File: src/rtl/vec_out_serializer.sv
// vec_out_serializer: captures an N-element vector and streams it as bytes over valid/ready
// Ports:
//   clk, rst          clock and synchronous active-high reset
//   load, vec_in      start a transfer of vec_in (element i = vec_in[i*W +: W]), IDLE only
//   tx_data/valid     byte offered to the link, held stable until tx_ready accepts it
//   tx_ready          link accepts tx_data this cycle
//   busy              transfer in progress (HDR, DATA, DONE)
//   done              one-cycle pulse in the cycle after the last byte is accepted
//   overrun           one-cycle pulse after a load that arrived while busy and was dropped
module vec_out_serializer #(
   parameter int N      = 16,
   parameter int W      = 8,
   parameter bit HDR_EN = 1'b1
) (
   input  logic           clk,
   input  logic           rst,
   input  logic           load,
   input  logic [N*W-1:0] vec_in,
   output logic [W-1:0]   tx_data,
   output logic           tx_valid,
   input  logic           tx_ready,
   output logic           busy,
   output logic           done,
   output logic           overrun
);
   localparam int IW = $clog2(N);
   localparam logic [W-1:0] HB = W'(N);
   typedef enum logic [1:0] {IDLE, HDR, DATA, DONE} state_t;
   state_t state, state_n;
   logic [IW-1:0] idx;
   logic [N*W-1:0] sreg;
   logic accept, last;
   assign accept   = tx_valid && tx_ready;
   assign last     = idx == IW'(N - 1);
   assign tx_valid = state == HDR || state == DATA;
   assign busy     = state != IDLE;
   // element idx always sits in the low byte because the register shifts on each data accept
   assign tx_data  = state == HDR ? HB : state == DATA ? sreg[W-1:0] : '0;
   always_comb begin
      state_n = state;
      case (state)
         IDLE:    state_n = load ? (HDR_EN ? HDR : DATA) : IDLE;
         HDR:     state_n = accept ? DATA : HDR;
         DATA:    state_n = accept && last ? DONE : DATA;
         default: state_n = IDLE;
      endcase
   end
   always_ff @(posedge clk) begin
      if (rst) begin
         state   <= IDLE;
         idx     <= '0;
         sreg    <= '0;
         done    <= 1'b0;
         overrun <= 1'b0;
      end else begin
         state   <= state_n;
         done    <= state == DATA && accept && last;
         overrun <= load && state != IDLE;
         if (state == IDLE && load) begin
            sreg <= vec_in;
            idx  <= '0;
         end else if (state == DATA && accept) begin
            sreg <= sreg >> W;
            idx  <= last ? idx : idx + 1'b1;
         end
      end
   end
endmodule
File: config.mk
export PLATFORM = sky130hd
export DESIGN_NAME = vec_out_serializer
export DESIGN_NICKNAME = d
export VERILOG_FILES = /design/src/rtl/vec_out_serializer.sv
export SDC_FILE = /design/constraint.sdc
export NUM_CORES = 1
export LEC_CHECK = 0
export BUFFER_PORTS_ARGS = -buffer_cell sky130_fd_sc_hd__buf_4
export CAP_MARGIN = 15
export CORE_MARGIN = 2
export CORE_UTILIZATION = 58
export CTS_CLUSTER_SIZE = 20
export DETAILED_ROUTE_END_ITERATION = 16
export GPL_TIMING_DRIVEN = 1
export PLACE_DENSITY = 0.9
export RECOVER_POWER = 100
export SLEW_MARGIN = 20
export SYNTH_ARGS = -nofsm -noshare
export SYNTH_HDL_FRONTEND = slang
export SYNTH_SLANG_ARGS = --single-unit
export TNS_END_PERCENT = 10
File: constraint.sdc
create_clock -name clk -period 3.1 [get_ports clk]
set_clock_uncertainty 0.1 [all_clocks]
set_input_delay 0.155 -clock clk [delete_from_list [all_inputs] [get_ports clk]]
set_output_delay 0.155 -clock clk [all_outputs]
set_load 0.05 [all_outputs]
## After elaboration in Yosys (flattened, before gate mapping)

Cells that the tools add are included.
W data, S select, Z words.

- Register bits: 136
- Logic and storage cells: 30
- Output and inout port bits: 12
- Input bits: 132

- Bitwise gates (word level): 1
- Add/subtract/negate cells: 1
- Reductions and logical operators: 12
- Mux-type cells: 8
- Eq/ne operators: 3

Operators with widths:

| operator | number |
|---|---|
| $mux W128 | 2 |
| $mux W8 | 2 |
| $logic_and A1 B1 Y1 | 6 |
| $pmux W2 S3 | 1 |
| $add A4 B1 Y4 const B | 1 |
| $eq A4 B4 Y1 const B | 1 |
| $reduce_bool A2 Y1 | 2 |
| $eq A2 B1 Y1 const B | 1 |
| $eq A2 B2 Y1 const B | 1 |
| $logic_not A2 Y1 | 1 |
| $mux W1 | 2 |
| $mux W2 | 1 |
| $reduce_and A2 Y1 | 1 |
| $reduce_or A2 Y1 | 1 |
| $logic_or A1 B1 Y1 | 1 |
| $not A1 Y1 | 1 |

## Logic depth before layout (Yosys ltp)

Gate-level depths: netlist (run 1).

- Word-level depth: 6
- Gate-level depth with buffers: 8
- Gate-level depth less buffers: 5

## Worst setup path before layout (run 1)

No wires, ideal clock.

- Path kind: register -> register
- From: register state[0]
- To: register sreg[94]
- Cell stages (with the launch flop): 9
- Data required time: 2.914 ns
- Setup slack: 1.397 ns
- Arrival: 1.518 ns
- Clock period less this slack: 1.703 ns
- Setup time: 0.086 ns
- Path buffers: 3
- Path through: dfxtp_1 inv_1 ha_1 buf_2 a22oi_4 buf_6 buf_4 a21oi_1 a211oi_1

- Word-level cells in the longest chain between the ends: 5
- Elaborated cells between the ends (all ways): 9
- Classes of those cells: eq/ne: 2; mux: 1; reduce/logical: 6

RTL lines:

| what | line | source |
|---|---|---|
| from (decl) | 29 | `state_t state, state_n;` |
| from (signal assigned) | 56 | `state <= state_n;` |
| $eq A2 B1 Y1 or $eq A2 B2 Y1 (tied branches) | 35, 62 |  |
| $logic_or A1 B1 Y1 | 35 | `assign tx_valid = state == HDR \|\| state == DATA;` |
| $logic_and A1 B1 Y1 | 33 | `assign accept = tx_valid && tx_ready;` |
| $logic_and A1 B1 Y1 | 62 | `end else if (state == DATA && accept) begin` |
| $reduce_bool A2 Y1 (no line) | n/a |  |
| to (signal assigned) | 60 | `sreg <= vec_in;` |
| to (signal assigned) | 63 | `sreg <= sreg >> W;` |
| to (decl) | 31 | `logic [N*W-1:0] sreg;` |

Several ways; a longest one is shown, not always the timed one.
A chain may end at the register's enable or synchronous reset.

## Worst setup path after layout (run 1)

- From: register state[1]
- To: register sreg[102]

Same word-level chain as after synthesis.

==> impl_results.html, run 1 <==
<table>
<tr><th>Metric</th><th>Value</th></tr>
<tr><th colspan="2">Outcome</th></tr>
<tr><td>Status</td><td>completed</td></tr>
<tr><th colspan="2">Route</th></tr>
<tr><td>Wire length per cell</td><td>between 20 and 25 um</td></tr>
<tr><td>Total vias in the final route</td><td>just over 7,000</td></tr>
<tr><td>Post-route antenna net violation count</td><td>0</td></tr>
<tr><td>Average via count per standard cell</td><td>6.26</td></tr>
<tr><td>First-iteration detailed-routing DRC count</td><td>about 920</td></tr>
<tr><td>Total iterations of the first detailed-routing run</td><td>5</td></tr>
<tr><td>Wirelength, routed</td><td>around 23,000 um</td></tr>
<tr><td>Number of remaining DRC errors</td><td>0</td></tr>
<tr><th colspan="2">Placement</th></tr>
<tr><td>GPL Wtd Cong</td><td>between 0.8 and 0.9</td></tr>
<tr><td>Detailed placement HPWL</td><td>about 10,000 um</td></tr>
<tr><td>Count of input and output buffers</td><td>between 100 and 150</td></tr>
<tr><th colspan="2">Global route</th></tr>
<tr><td>Wire length of the first global-routing pass</td><td>between 30,000 and 40,000 um</td></tr>
<tr><td>Overall overflow remaining after global route</td><td>0</td></tr>
<tr><td>Number of global-route vias before repair</td><td>7,136</td></tr>
<tr><td>Maximum number of pins on one net before global-route repair</td><td>between 100 and 150</td></tr>
<tr><td>GRT Resource Usage Total</td><td>0.411</td></tr>
<tr><td>Antenna violations before repair</td><td>2</td></tr>
<tr><th colspan="2">Floorplan</th></tr>
<tr><td>Die outline width</td><td>106 um</td></tr>
<tr><td>Die height</td><td>approximately 110 um</td></tr>
<tr><td>Count of standard-cell rows</td><td>37</td></tr>
<tr><td>Top-level port count</td><td>between 100 and 150</td></tr>
<tr><td>Die Area</td><td>around 11,000 um2</td></tr>
<tr><td>Initial cell density of the core</td><td>0.590</td></tr>
<tr><td>Placeable core region</td><td>just over 10,000 um2</td></tr>
<tr><th colspan="2">Yosys</th></tr>
<tr><td>Cell types with the highest counts after synthesis</td><td>sky130_fd_sc_hd__dfxtp_1 (136), sky130_fd_sc_hd__nor2_1 (129), sky130_fd_sc_hd__nand2_1 (125)</td></tr>
<tr><td>Top area cells in the synthesized netlist</td><td>sky130_fd_sc_hd__dfxtp_1 (45%), sky130_fd_sc_hd__a211oi_1 (12%), sky130_fd_sc_hd__a21oi_1 (9.9%), sky130_fd_sc_hd__nor2_1 (8.0%), sky130_fd_sc_hd__nand2_1 (7.8%)</td></tr>
<tr><td>Number of enable-type register cells in the synthesized netlist</td><td>0</td></tr>
<tr><td>Fraction of registers with async set or reset after synthesis</td><td>0</td></tr>
<tr><td>Netlist area before placement</td><td>around 6000 um2</td></tr>
<tr><td>Flip-flop and latch count after synthesis</td><td>between 100 and 150</td></tr>
<tr><td>Post-synth net total</td><td>between 800 and 900</td></tr>
<tr><td>Gate Count Post-Synth</td><td>750</td></tr>
<tr><td>Sequential cell area fraction in the yosys report</td><td>0.451</td></tr>
<tr><td>Yosys warning count</td><td>0</td></tr>
<tr><td>Avg Synthesized Cell Area</td><td>between 8 and 9 um2</td></tr>
<tr><td>Leading cell type by number of instances after synthesis</td><td>sky130_fd_sc_hd__dfxtp_1</td></tr>
<tr><td>Top-area cell type share of the netlist area</td><td>0.451</td></tr>
<tr><td>Most common flop cell mapped by yosys</td><td>sky130_fd_sc_hd__dfxtp_1</td></tr>
<tr><td>Number of distinct library cells after synthesis</td><td>32</td></tr>
<tr><td>Most area-hungry cell type in the Yosys netlist</td><td>sky130_fd_sc_hd__dfxtp_1</td></tr>
<tr><th colspan="2">Layout</th></tr>
<tr><td>Area growth, synth to finish</td><td>47.2%</td></tr>
<tr><td>Filler cells</td><td>~450</td></tr>
<tr><td>Layout Nets</td><td>between 1,000 and 1,500</td></tr>
<tr><td>Share of final-layout standard cells stronger than drive strength 1</td><td>0.193</td></tr>
<tr><th colspan="2">Timing</th></tr>
<tr><td>Fin. Hold Viols</td><td>0</td></tr>
<tr><td>Tmin final</td><td>about 2.8 ns</td></tr>
<tr><td>Worst slew margin relative to its limit</td><td>0.404</td></tr>
<tr><td>Final setup fails</td><td>0</td></tr>
<tr><td>Maximum frequency from static timing analysis</td><td>approximately 0.36 GHz</td></tr>
<tr><td>Setup TNS</td><td>0 ns</td></tr>
<tr><td>Final period util</td><td>0.896</td></tr>
<tr><td>Max Transition Viols Final</td><td>0</td></tr>
<tr><td>WHS</td><td>roughly 0.070 ns</td></tr>
<tr><td>RSZ-0062 raised after global routing</td><td>false</td></tr>
<tr><td>Worst-Margin Slew</td><td>between 0.8 and 0.9 ns</td></tr>
<tr><th colspan="2">Clocking</th></tr>
<tr><td>Clock insertion delay at the later pin of the skew report</td><td>~0.54 ns</td></tr>
<tr><td>Resize count post-CTS</td><td>0</td></tr>
<tr><td>Clock-pin slew of the registers on the worst-case setup and hold paths</td><td>approximately 0.060 ns</td></tr>
<tr><td>H-tree lvl count</td><td>4</td></tr>
<tr><td>Number of buffers on the longest clock path</td><td>2</td></tr>
<tr><td>CTS Root Cell</td><td>sky130_fd_sc_hd__clkbuf_8</td></tr>
<tr><td>CTS tree</td><td>done</td></tr>
<tr><td>Total clock sinks</td><td>136</td></tr>
<tr><td>Number of buffers created by CTS</td><td>17</td></tr>
<tr><th colspan="2">Min path</th></tr>
<tr><td>Kind of path behind the tightest hold check</td><td>primary input to register</td></tr>
<tr><td>Hold path depth</td><td>2</td></tr>
<tr><th colspan="2">Worst setup path</th></tr>
<tr><td>Biggest fanout along the worst timing path</td><td>34</td></tr>
<tr><td>Critical Path Sink Type</td><td>register</td></tr>
<tr><td>R2R Path Start</td><td>state[1]</td></tr>
<tr><td>CP Capture Point</td><td>sreg[102]</td></tr>
<tr><td>Kind of launch point of the worst setup path</td><td>register</td></tr>
<tr><td>Terminus of the critical flop-to-flop path</td><td>sreg[102]</td></tr>
<tr><td>Signal arrival time at the worst endpoint</td><td>~3.2 ns</td></tr>
<tr><td>Crit Path Class</td><td>register to register</td></tr>
<tr><td>R2R setup slack</td><td>about 0.32 ns</td></tr>
<tr><td>Required time reported for the critical path endpoint</td><td>about 3.5 ns</td></tr>
<tr><td>Count of cells along the worst register-to-register path</td><td>7</td></tr>
<tr><td>Critical Path Source</td><td>state[1]</td></tr>
<tr><th colspan="2">Power and ir drop</th></tr>
<tr><td>Worst IR drop on VDD</td><td>0.423 mV</td></tr>
<tr><td>Leak pwr</td><td>approximately 3.6 nW</td></tr>
<tr><td>Total power per unit cell area</td><td>596 nW/um2</td></tr>
<tr><th colspan="2">Job</th></tr>
<tr><td># Max-Cap Violations</td><td>0</td></tr>
</table>
## repair_timing
| action | CTS | global route |
|---|---|---|
| hold buffers | 131 | 0 |
| endpoints found under the hold margin | 133 | 0 |
| setup endpoints to repair | 0 | 0 |
| buffers inserted | 0 | 0 |
## registers in the layout, summed over array words and instances (netlist names)
signal,flops
idx,4
overrun,1
done,1
sreg,128
state,2
## cell usage in the layout, fill, tap and decap left out, types with 3 or more instances in the layout
cell / n
sky130_fd_sc_hd__buf_12: 4
sky130_fd_sc_hd__a21oi_1: 120
sky130_fd_sc_hd__a211oi_1: 105
sky130_fd_sc_hd__bufinv_16: 4
sky130_fd_sc_hd__clkbuf_1: 13
sky130_fd_sc_hd__nor2_1: 129
sky130_fd_sc_hd__nand3_1: 3
sky130_fd_sc_hd__and2_1: 7
sky130_fd_sc_hd__a22oi_1: 9
sky130_fd_sc_hd__ha_1: 5
sky130_fd_sc_hd__a211oi_2: 16
sky130_fd_sc_hd__dfxtp_1: 136
sky130_fd_sc_hd__nand2_1: 124
sky130_fd_sc_hd__nor3_1: 3
sky130_fd_sc_hd__clkbuf_16: 16
sky130_fd_sc_hd__dlygate4sd3_1: 131
sky130_fd_sc_hd__diode_2: 5
sky130_fd_sc_hd__clkinvlp_4: 3
sky130_fd_sc_hd__inv_1: 3
sky130_fd_sc_hd__buf_4: 136
sky130_fd_sc_hd__clkinv_4: 4
## power by group
part           switching [mW]  internal [mW]  total [mW]  leakage, nW
clock network           0.850           1.34        2.19        0.295
logic                   0.605          0.456        1.06         2.20
registers               0.122           1.93        2.05         1.12
## per-stage QoR
stage | utilization | cell area [um2] | power, mW | cells | worst slack, ns
2_1_floorplan | - | 6040 | 2.65 | 750 | 1.40
3_3_place_gp | 0.691 | 7070 | 2.89 | 968 | 0.969
3_5_place_dp | 0.691 | 7070 | 2.92 | 968 | 0.876
4_1_cts | 0.881 | 9010 | 5.16 | 1131 | 0.582
5_1_grt | 0.868 | 8880 | 5.45 | 1133 | 0.231
6_report | 0.869 | 8890 | 5.30 | 1136 | 0.321
## how the worst min path moves through the flow
stage | start | endpoint | slack (ns)
after floorplan | vec_in[0] | sreg[0] | 0.20
after global placement | vec_in[120] | sreg[120] | 0.31
after detailed placement | vec_in[120] | sreg[120] | 0.31
after CTS | rst | sreg[123] | 0.07
after global routing | rst | sreg[123] | 0.12
final | rst | sreg[123] | 0.07
## area by class of cell
type | instances | area [um2] | area share
multi-input combinational | 540 | 2890 | 0.325
sequential | 136 | 2720 | 0.306
timing repair buffer | 284 | 2460 | 0.277
clock buffer | 19 | 432 | 0.0485
clock inverter | 13 | 195 | 0.0220
tap | 136 | 170 | 0.0191
antenna | 5 | 12.5 | 0.00141
inverter | 3 | 11.3 | 0.00127
## worst max-delay path: stages (launching register included)
cell and delay, ns:
sky130_fd_sc_hd__dfxtp_1 0.42, sky130_fd_sc_hd__inv_1 0.10, sky130_fd_sc_hd__ha_1 0.27, sky130_fd_sc_hd__nand2_4 0.35
sky130_fd_sc_hd__clkbuf_2 0.48, sky130_fd_sc_hd__nor2_1 0.08, sky130_fd_sc_hd__a311oi_1 0.32, sky130_fd_sc_hd__dlygate4sd3_1 0.59
## layer usage
layer / global-route usage / wire, um / up-vias / part of all wire
met4: 0.283 / 1750 / 0 / 0.075
met2: 0.692 / 11300 / 576 / 0.49
met5: 0 / 0 / - / 0
met3: 0.101 / 2130 / 169 / 0.092
li1: - / - / 3093 / -
met1: 0.457 / 8080 / 3278 / 0.35
## cells by family (layout without fill, tap and decap cells)
| family | Yosys count | in the layout | synth area share |
|---|---|---|---|
| flops | 136 | 136 | 0.451 |
| other cells | 0 | 5 | 0 |
| buf+inv | 74 | 319 | 0.0607 |
| fa+ha+maj | 5 | 5 | 0.0104 |
| compound gates | 259 | 259 | 0.298 |
| simple gates | 276 | 276 | 0.180 |
Note: power is estimated with default switching activity, not from simulation.
==> run 2: changes to the inputs <==
--- a/config.mk
+++ b/config.mk
@@ -11,7 +11,7 @@
 export CORE_UTILIZATION = 58
 export CTS_CLUSTER_SIZE = 20
 export DETAILED_ROUTE_END_ITERATION = 16
-export GPL_TIMING_DRIVEN = 1
+export GPL_TIMING_DRIVEN = 0
 export PLACE_DENSITY = 0.9
 export RECOVER_POWER = 100
 export SLEW_MARGIN = 20
==> run 2 against run 1 <==
Effect of this change: clock power about the same; worst hold slack improved by 0.12 ns; non-clock buffer count increased by 59; power increased by 1.8%; combinational power increased by 7%; sequential share of layout area decreased by 0.72 points; critical path depth increased by 1.
==> impl_results.html, run 2 (synthesized netlist as in run 1, its figures left out) <==
<table>
<tr><th>Metric</th><th>Value</th></tr>
<tr><th colspan="2">Outcome</th></tr>
<tr><td>Status</td><td>completed</td></tr>
<tr><th colspan="2">Worst setup path</th></tr>
<tr><td>R2R Path Start</td><td>state[1]</td></tr>
<tr><td>Terminus of the critical flop-to-flop path</td><td>sreg[126]</td></tr>
<tr><td>Signal arrival time at the worst endpoint</td><td>roughly 3.2 ns</td></tr>
<tr><td>Critical Path Source</td><td>state[1]</td></tr>
<tr><td>Worst path slowest cell</td><td>sky130_fd_sc_hd__clkbuf_1</td></tr>
<tr><td>Total number of cells along the worst setup path</td><td>8</td></tr>
<tr><td>Delay contributed by the slowest stage of the critical path</td><td>0.55 ns</td></tr>
<tr><td>Critical Path Sink Type</td><td>register</td></tr>
<tr><td>Required time reported for the critical path endpoint</td><td>around 3.5 ns</td></tr>
<tr><td>Kind of launch point of the worst setup path</td><td>register</td></tr>
<tr><td>CP Capture Point</td><td>sreg[126]</td></tr>
<tr><td>Biggest fanout along the worst timing path</td><td>10</td></tr>
<tr><td>Worst path buffer plus inverter count</td><td>4</td></tr>
<tr><td>Dominant delay contributor by cell family on the critical path</td><td>buffers and inverters</td></tr>
<tr><td>Crit Path Class</td><td>register to register</td></tr>
<tr><td>Most frequent CP cell</td><td>sky130_fd_sc_hd__clkbuf_1</td></tr>
<tr><td>Count of cells along the worst register-to-register path</td><td>8</td></tr>
<tr><td>R2R setup slack</td><td>0.27 ns</td></tr>
<tr><td>Series of cell instances along the critical path</td><td>inv_1 -&gt; ha_1 -&gt; and2_1 -&gt; clkbuf_1 -&gt; clkbuf_2 -&gt; clkbuf_1 -&gt; a22oi_1 -&gt; nor2_1</td></tr>
<tr><th colspan="2">Placement</th></tr>
<tr><td>Count of input and output buffers</td><td>about 140</td></tr>
<tr><td>Dpl cell area</td><td>a little over 7000 um2</td></tr>
<tr><td>Number of placed cells counting well taps</td><td>~1,000</td></tr>
<tr><td>GPL Wtd Cong</td><td>0.858</td></tr>
<tr><td>Detailed placement HPWL</td><td>11,600 um</td></tr>
<tr><th colspan="2">Layout</th></tr>
<tr><td>Most frequent cells in the layout</td><td>sky130_fd_sc_hd__dfxtp_1 (136), sky130_fd_sc_hd__buf_4 (134), sky130_fd_sc_hd__dlygate4sd3_1 (131)</td></tr>
<tr><td>Flip-flop count of the largest register after layout</td><td>roughly 130</td></tr>
<tr><td>Share of the core filled with cells in the final layout</td><td>0.890</td></tr>
<tr><td>Area growth, synth to finish</td><td>50.8%</td></tr>
<tr><td>Most frequent standard cell in the layout excluding fill and tap cells</td><td>sky130_fd_sc_hd__dfxtp_1</td></tr>
<tr><td>Share of final-layout standard cells stronger than drive strength 1</td><td>0.214</td></tr>
<tr><td>Register with the most flip-flops</td><td>sreg</td></tr>
<tr><td>Non-filler cells in the finished layout</td><td>between 1,000 and 1,500</td></tr>
<tr><td>Regs by FF count</td><td>sreg x128, idx x4, state x2</td></tr>
<tr><td>Layout Nets</td><td>around 1,200</td></tr>
<tr><td>Layout Cell Area excl Fill</td><td>roughly 9100 um2</td></tr>
<tr><td>Number of diodes added for antenna fixing</td><td>0</td></tr>
<tr><th colspan="2">Global route</th></tr>
<tr><td>Antenna violations before repair</td><td>0</td></tr>
<tr><td>GRT Resource Usage Total</td><td>0.445</td></tr>
<tr><td>Overall overflow remaining after global route</td><td>0</td></tr>
<tr><td>Maximum number of pins on one net before global-route repair</td><td>17</td></tr>
<tr><td>Number of global-route vias before repair</td><td>7,700</td></tr>
<tr><td>Wire length of the first global-routing pass</td><td>39,000 um</td></tr>
<tr><th colspan="2">Floorplan</th></tr>
<tr><td>Die Area</td><td>~11,000 um2</td></tr>
<tr><td>Die height</td><td>roughly 110 um</td></tr>
<tr><td>Top-level port count</td><td>roughly 140</td></tr>
<tr><td>Die outline width</td><td>approximately 110 um</td></tr>
<tr><td>Placeable core region</td><td>around 10,000 um2</td></tr>
<tr><td>Initial cell density of the core</td><td>0.590</td></tr>
<tr><td>Count of standard-cell rows</td><td>37</td></tr>
<tr><th colspan="2">Timing</th></tr>
<tr><td>Max Transition Viols Final</td><td>0</td></tr>
<tr><td>Fin. Hold Viols</td><td>0</td></tr>
<tr><td>RSZ-0062 raised after global routing</td><td>false</td></tr>
<tr><td>Setup TNS</td><td>0 ns</td></tr>
<tr><td>Final period util</td><td>0.914</td></tr>
<tr><td>Final setup fails</td><td>0</td></tr>
<tr><td>Worst-Margin Slew</td><td>0.714 ns</td></tr>
<tr><td>Maximum frequency from static timing analysis</td><td>between 0.3 and 0.4 GHz</td></tr>
<tr><td>Worst slew margin relative to its limit</td><td>0.524</td></tr>
<tr><td>Tmin final</td><td>2.83 ns</td></tr>
<tr><td>WHS</td><td>0.185 ns</td></tr>
<tr><th colspan="2">Route</th></tr>
<tr><td>First-iteration detailed-routing DRC count</td><td>888</td></tr>
<tr><td>Number of remaining DRC errors</td><td>0</td></tr>
<tr><td>Total iterations of the first detailed-routing run</td><td>6</td></tr>
<tr><td>Wire length per cell</td><td>21.0 um</td></tr>
<tr><td>Post-route antenna net violation count</td><td>0</td></tr>
<tr><td>Wirelength, routed</td><td>roughly 25,000 um</td></tr>
<tr><td>Average via count per standard cell</td><td>about 6.3</td></tr>
<tr><td>Total vias in the final route</td><td>7,501</td></tr>
<tr><th colspan="2">Clocking</th></tr>
<tr><td>H-tree lvl count</td><td>4</td></tr>
<tr><td>Total clock sinks</td><td>about 140</td></tr>
<tr><td>CTS Root Cell</td><td>sky130_fd_sc_hd__clkbuf_8</td></tr>
<tr><td>CTS tree</td><td>done</td></tr>
<tr><td>Number of buffers created by CTS</td><td>17</td></tr>
<tr><td>Clock-pin slew of the registers on the worst-case setup and hold paths</td><td>0.06 ns</td></tr>
<tr><td>Number of buffers on the longest clock path</td><td>2</td></tr>
<tr><td>Resize count post-CTS</td><td>0</td></tr>
<tr><td>Clock insertion delay at the later pin of the skew report</td><td>between 0.5 and 0.6 ns</td></tr>
<tr><th colspan="2">Job</th></tr>
<tr><td># Max-Cap Violations</td><td>0</td></tr>
<tr><th colspan="2">Min path</th></tr>
<tr><td>Kind of path behind the tightest hold check</td><td>primary input to register</td></tr>
<tr><th colspan="2">Power and ir drop</th></tr>
<tr><td>Total power per unit cell area</td><td>between 500 and 600 nW/um2</td></tr>
<tr><td>Worst IR drop on VDD</td><td>around 0.43 mV</td></tr>
<tr><td>Leak pwr</td><td>~3.8 nW</td></tr>
</table>
==> run 2: cell types whose count changed in the layout (fill, tap and decap cells not counted), sizes merged <==
cell	before	now
buf	140	171
clkbuf	32	62
diode	5	0
inv	5	3
bufinv	4	5
clkinvlp	3	2
==> run 2: how the worst min path moves through the flow <==
stage,startpoint,to,cells after the start
final,rst,sreg[125],3
after global routing,rst,sreg[101],3
after CTS,rst,sreg[101],3
after detailed placement,vec_in[121],sreg[121],3
after global placement,vec_in[122],sreg[122],3
after floorplan,vec_in[0],sreg[0],2
==> run 2: tightest hold or removal path, stage by stage <==
cell	delay, ns
sky130_fd_sc_hd__buf_2	0.18
sky130_fd_sc_hd__clkbuf_1	0.28
sky130_fd_sc_hd__nor2_1	0.15
==> run 2: what timing repair did <==
action,CTS,global route
hold buffers,131,0
setup buffers,0,0
hold endpoints to repair,132,0
==> run 2: final cells by class <==
cell class / count / area (um2)
plain buffers: 71 / 327
inverters: 3 / 11.3
well taps: 136 / 170
repair buffers: 272 / 2340
multi-input cells: 540 / 2910
clock inverters: 11 / 196
fillers: 454 / 1120
clock buffers: 21 / 439
flip-flops and latches: 136 / 2720
==> run 2: power by group <==
group	internal [mW]	switching [mW]	leakage, nW
Sequential	1.93	0.125	1.12
Clock	1.41	0.799	0.302
Combinational	0.476	0.654	2.34
Total	3.82	1.58	3.77
==> run 2: metrics by stage <==
step                setup slack (ns)  total power, mW
finish                         0.266             5.40
global route                   0.157             5.53
detailed placement             0.889             2.96
floorplan                       1.40             2.65
CTS                            0.735             5.24
global placement               0.935             2.93
==> run 2: per-layer routing <==
metal	GRT usage	share of wire	vias up	wire (um)
li1	-	-	3212	-
met1	0.478	0.35	3471	8650
met2	0.772	0.49	622	12300
met3	0.115	0.092	196	2300
met4	0.294	0.073	0	1830
met5	0	0	-	0
==> run 3: changes to the inputs <==
--- a/config.mk
+++ b/config.mk
@@ -8,11 +8,12 @@
 export BUFFER_PORTS_ARGS = -buffer_cell sky130_fd_sc_hd__buf_4
 export CAP_MARGIN = 15
 export CORE_MARGIN = 2
-export CORE_UTILIZATION = 58
+export CORE_UTILIZATION = 60
+export CTS_BUF_LIST = sky130_fd_sc_hd__clkbuf_4
 export CTS_CLUSTER_SIZE = 20
 export DETAILED_ROUTE_END_ITERATION = 16
 export GPL_TIMING_DRIVEN = 0
-export PLACE_DENSITY = 0.9
+export PLACE_DENSITY = 0.89
 export RECOVER_POWER = 100
 export SLEW_MARGIN = 20
 export SYNTH_ARGS = -nofsm -noshare
==> run 3 against run 2 <==
Effect of this change: wire length fell by 11%; critical endpoint is now tx_data[0]; first-iteration DRC count is 26% lower; final area is 4.1% lower; cell count shrank 0.34%; sequential power about the same; largest power group is now sequential cells; combinational power decreased by 4%; count of clock-buffer cells in the layout is 3 lower; critical path type is now register to output port; sequential cell count stayed put; sequential share of layout area increased by 1.3 points; core utilization rose by 0.36 points.
==> impl_results.html, run 3 (synthesized netlist as in run 1, its figures left out) <==
<table>
<tr><th>Metric</th><th>Value</th></tr>
<tr><th colspan="2">Floorplan</th></tr>
<tr><td>Top-level port count</td><td>144</td></tr>
<tr><td>Count of standard-cell rows</td><td>36</td></tr>
<tr><td>Initial cell density of the core</td><td>0.618</td></tr>
<tr><td>Die Area</td><td>~11,000 um2</td></tr>
<tr><td>Die outline width</td><td>about 100 um</td></tr>
<tr><td>Die height</td><td>approximately 100 um</td></tr>
<tr><td>Placeable core region</td><td>9770 um2</td></tr>
<tr><th colspan="2">Route</th></tr>
<tr><td>First-iteration detailed-routing DRC count</td><td>~660</td></tr>
<tr><td>Wirelength, routed</td><td>around 22,000 um</td></tr>
<tr><td>Total iterations of the first detailed-routing run</td><td>6</td></tr>
<tr><td>Total vias in the final route</td><td>slightly above 7,000</td></tr>
<tr><td>Average via count per standard cell</td><td>between 6 and 7</td></tr>
<tr><td>Number of remaining DRC errors</td><td>0</td></tr>
<tr><td>Post-route antenna net violation count</td><td>0</td></tr>
<tr><td>Wire length per cell</td><td>18.7 um</td></tr>
<tr><th colspan="2">Worst setup path</th></tr>
<tr><td>R2R Path Start</td><td>state[0]</td></tr>
<tr><td>Series of cell instances along the critical path</td><td>inv_1 -&gt; ha_1 -&gt; clkbuf_1 -&gt; nor2b_1 -&gt; and2_1 -&gt; buf_4</td></tr>
<tr><td>Total number of cells along the worst setup path</td><td>6</td></tr>
<tr><td>Kind of launch point of the worst setup path</td><td>register</td></tr>
<tr><td>R2R setup slack</td><td>between 0.4 and 0.5 ns</td></tr>
<tr><td>Dominant delay contributor by cell family on the critical path</td><td>buffers and inverters</td></tr>
<tr><td>Crit Path Class</td><td>register to output port</td></tr>
<tr><td>Biggest fanout along the worst timing path</td><td>9</td></tr>
<tr><td>Delay contributed by the slowest stage of the critical path</td><td>between 0.4 and 0.5 ns</td></tr>
<tr><td>Required time reported for the critical path endpoint</td><td>2.84 ns</td></tr>
<tr><td>Signal arrival time at the worst endpoint</td><td>2.45 ns</td></tr>
<tr><td>Terminus of the critical flop-to-flop path</td><td>sreg[1]</td></tr>
<tr><td>Critical Path Sink Type</td><td>output port</td></tr>
<tr><td>Worst path slowest cell</td><td>sky130_fd_sc_hd__clkbuf_1</td></tr>
<tr><td>Count of cells along the worst register-to-register path</td><td>8</td></tr>
<tr><td>Worst path buffer plus inverter count</td><td>3</td></tr>
<tr><th colspan="2">Placement</th></tr>
<tr><td>Detailed placement HPWL</td><td>around 12,000 um</td></tr>
<tr><td>GPL Wtd Cong</td><td>0.873</td></tr>
<tr><td>Count of input and output buffers</td><td>141</td></tr>
<tr><th colspan="2">Clocking</th></tr>
<tr><td>Post-CTS Setup Repair Bufs</td><td>0</td></tr>
<tr><td>CTS Root Cell</td><td>sky130_fd_sc_hd__clkbuf_4</td></tr>
<tr><td>H-tree lvl count</td><td>4</td></tr>
<tr><td>Clock insertion delay at the later pin of the skew report</td><td>0.57 ns</td></tr>
<tr><td>Total clock sinks</td><td>approximately 140</td></tr>
<tr><td>CTS tree</td><td>done</td></tr>
<tr><td>Clock-pin slew of the registers on the worst-case setup and hold paths</td><td>approximately 0.13 ns</td></tr>
<tr><td>Number of buffers created by CTS</td><td>17</td></tr>
<tr><td>Number of buffers on the longest clock path</td><td>2</td></tr>
<tr><th colspan="2">Layout</th></tr>
<tr><td>Most frequent cells in the layout</td><td>sky130_fd_sc_hd__buf_4 (140), sky130_fd_sc_hd__dfxtp_1 (136), sky130_fd_sc_hd__dlygate4sd3_1 (131)</td></tr>
<tr><td>Share of the core filled with cells in the final layout</td><td>0.894</td></tr>
<tr><td>Share of final-layout standard cells stronger than drive strength 1</td><td>0.212</td></tr>
<tr><td>Filler cells</td><td>462</td></tr>
<tr><td>Layout Nets</td><td>roughly 1,200</td></tr>
<tr><td>Area growth, synth to finish</td><td>44.6%</td></tr>
<tr><td>Number of diodes added for antenna fixing</td><td>0</td></tr>
<tr><td>Register with the most flip-flops</td><td>sreg</td></tr>
<tr><td>Most frequent standard cell in the layout excluding fill and tap cells</td><td>sky130_fd_sc_hd__buf_4</td></tr>
<tr><td>Regs by FF count</td><td>sreg x128, idx x4, state x2</td></tr>
<tr><td>Multi-input logic area</td><td>approximately 2900 um2</td></tr>
<tr><td>Footprint of the flip-flops and latches</td><td>around 2700 um2</td></tr>
<tr><td>Flip-flop count of the largest register after layout</td><td>between 100 and 150</td></tr>
<tr><th colspan="2">Min path</th></tr>
<tr><td>Hold path depth</td><td>3</td></tr>
<tr><td>Min-Delay Startpoint</td><td>rst</td></tr>
<tr><td>Kind of path behind the tightest hold check</td><td>primary input to register</td></tr>
<tr><td>Hold path endpoint</td><td>sreg[31]</td></tr>
<tr><th colspan="2">Timing</th></tr>
<tr><td>Setup TNS</td><td>0 ns</td></tr>
<tr><td>Fin. Hold Viols</td><td>0</td></tr>
<tr><td>Max Transition Viols Final</td><td>0</td></tr>
<tr><td>Final setup fails</td><td>0</td></tr>
<tr><td>Final period util</td><td>0.872</td></tr>
<tr><td>Worst-Margin Slew</td><td>approximately 0.65 ns</td></tr>
<tr><td>Worst slew margin relative to its limit</td><td>0.570</td></tr>
<tr><td>Maximum frequency from static timing analysis</td><td>between 0.3 and 0.4 GHz</td></tr>
<tr><td>RSZ-0062 raised after global routing</td><td>false</td></tr>
<tr><td>Tmin final</td><td>2.70 ns</td></tr>
<tr><th colspan="2">Global route</th></tr>
<tr><td>GRT Resource Usage Total</td><td>0.409</td></tr>
<tr><td>Wire length of the first global-routing pass</td><td>about 36,000 um</td></tr>
<tr><td>Overall overflow remaining after global route</td><td>0</td></tr>
<tr><td>Number of global-route vias before repair</td><td>7,542</td></tr>
<tr><td>Maximum number of pins on one net before global-route repair</td><td>17</td></tr>
<tr><td>Antenna violations before repair</td><td>0</td></tr>
<tr><th colspan="2">Outcome</th></tr>
<tr><td>Status</td><td>completed</td></tr>
<tr><th colspan="2">Job</th></tr>
<tr><td># Max-Cap Violations</td><td>0</td></tr>
<tr><th colspan="2">Power and ir drop</th></tr>
<tr><td>Worst IR drop on VDD</td><td>0.346 mV</td></tr>
<tr><td>Total power per unit cell area</td><td>486 nW/um2</td></tr>
<tr><td>Final Total Pwr</td><td>roughly 4.2 mW</td></tr>
<tr><td>Leak pwr</td><td>between 3 and 4 nW</td></tr>
</table>
==> run 3: changes by cell type in the layout (fill, tap and decap cells not counted), moves of 2 or more <==
| cell | delta |
|---|---|
| sky130_fd_sc_hd__buf_4 | +6 |
| sky130_fd_sc_hd__bufinv_16 | -3 |
| sky130_fd_sc_hd__clkbuf_1 | -2 |
| sky130_fd_sc_hd__clkbuf_16 | -16 |
| sky130_fd_sc_hd__clkbuf_2 | -7 |
| sky130_fd_sc_hd__clkbuf_4 | +18 |
| sky130_fd_sc_hd__clkbuf_8 | -2 |
| sky130_fd_sc_hd__clkinv_1 | +4 |
| sky130_fd_sc_hd__clkinv_2 | +5 |
| sky130_fd_sc_hd__clkinv_4 | -3 |
==> run 3: how the worst max path moves through the flow <==
stage | startpoint | to | slack (ns)
2_1_floorplan | state[0] | sreg[94] | 1.40
3_3_place_gp | state[1] | sreg[39] | 0.94
3_5_place_dp | state[1] | sreg[11] | 0.89
4_1_cts | state[0] | tx_data[5] | 0.66
5_1_grt | state[1] | tx_data[1] | 0.25
6_report | state[0] | tx_data[0] | 0.40
==> run 3: power breakdown <==
part	switching [mW]	total (mW)	leakage, nW	internal (mW)
combinational	0.616	1.09	2.35	0.478
clock	0.650	1.11	0.141	0.462
sequential	0.111	2.04	1.12	1.93
==> run 3: timing repair <==
item,CTS,global route
gates resized for setup,0,0
endpoints found under the hold margin,132,0
hold buffers,131,0
==> run 3: worst reg2reg max path, stage by stage, from the launching register on <==
cell                       delay [ns]
sky130_fd_sc_hd__dfxtp_1         0.35
sky130_fd_sc_hd__inv_1           0.12
sky130_fd_sc_hd__ha_1            0.17
sky130_fd_sc_hd__clkbuf_1        0.43
sky130_fd_sc_hd__a22o_1          0.29
sky130_fd_sc_hd__buf_2           0.29
sky130_fd_sc_hd__clkbuf_1        0.48
sky130_fd_sc_hd__nor2_1          0.10
sky130_fd_sc_hd__a211oi_1        0.27
==> run 3: final cells by class <==
cell class	instances	area share
well taps	133	0.0190
plain buffers	71	0.0380
repair buffers	272	0.269
inverters	3	0.00129
clock inverters	13	0.0129
flip-flops and latches	136	0.312
multi-input cells	540	0.333
clock buffers	18	0.0155
==> run 3: metal layers <==
| metal | vias up | GRT usage | share of wire |
|---|---|---|---|
| li1 | 3207 | - | - |
| met1 | 3357 | 0.453 | 0.36 |
| met4 | 0 | 0.232 | 0.051 |
| met2 | 503 | 0.717 | 0.50 |
| met3 | 129 | 0.0965 | 0.084 |
| met5 | - | 0 | 0 |
==> run 3: per-stage QoR <==
step                setup WS [ns]  cell area [um2]  hold WS (ns)  std cells
floorplan                    1.40             6040         0.196        750
global placement            0.939             7260         0.305       1024
detailed placement          0.887             7260         0.316       1024
CTS                         0.664             8820        0.0954       1186
global route                0.247             8740         0.140       1186
finish                      0.398             8740         0.137       1186
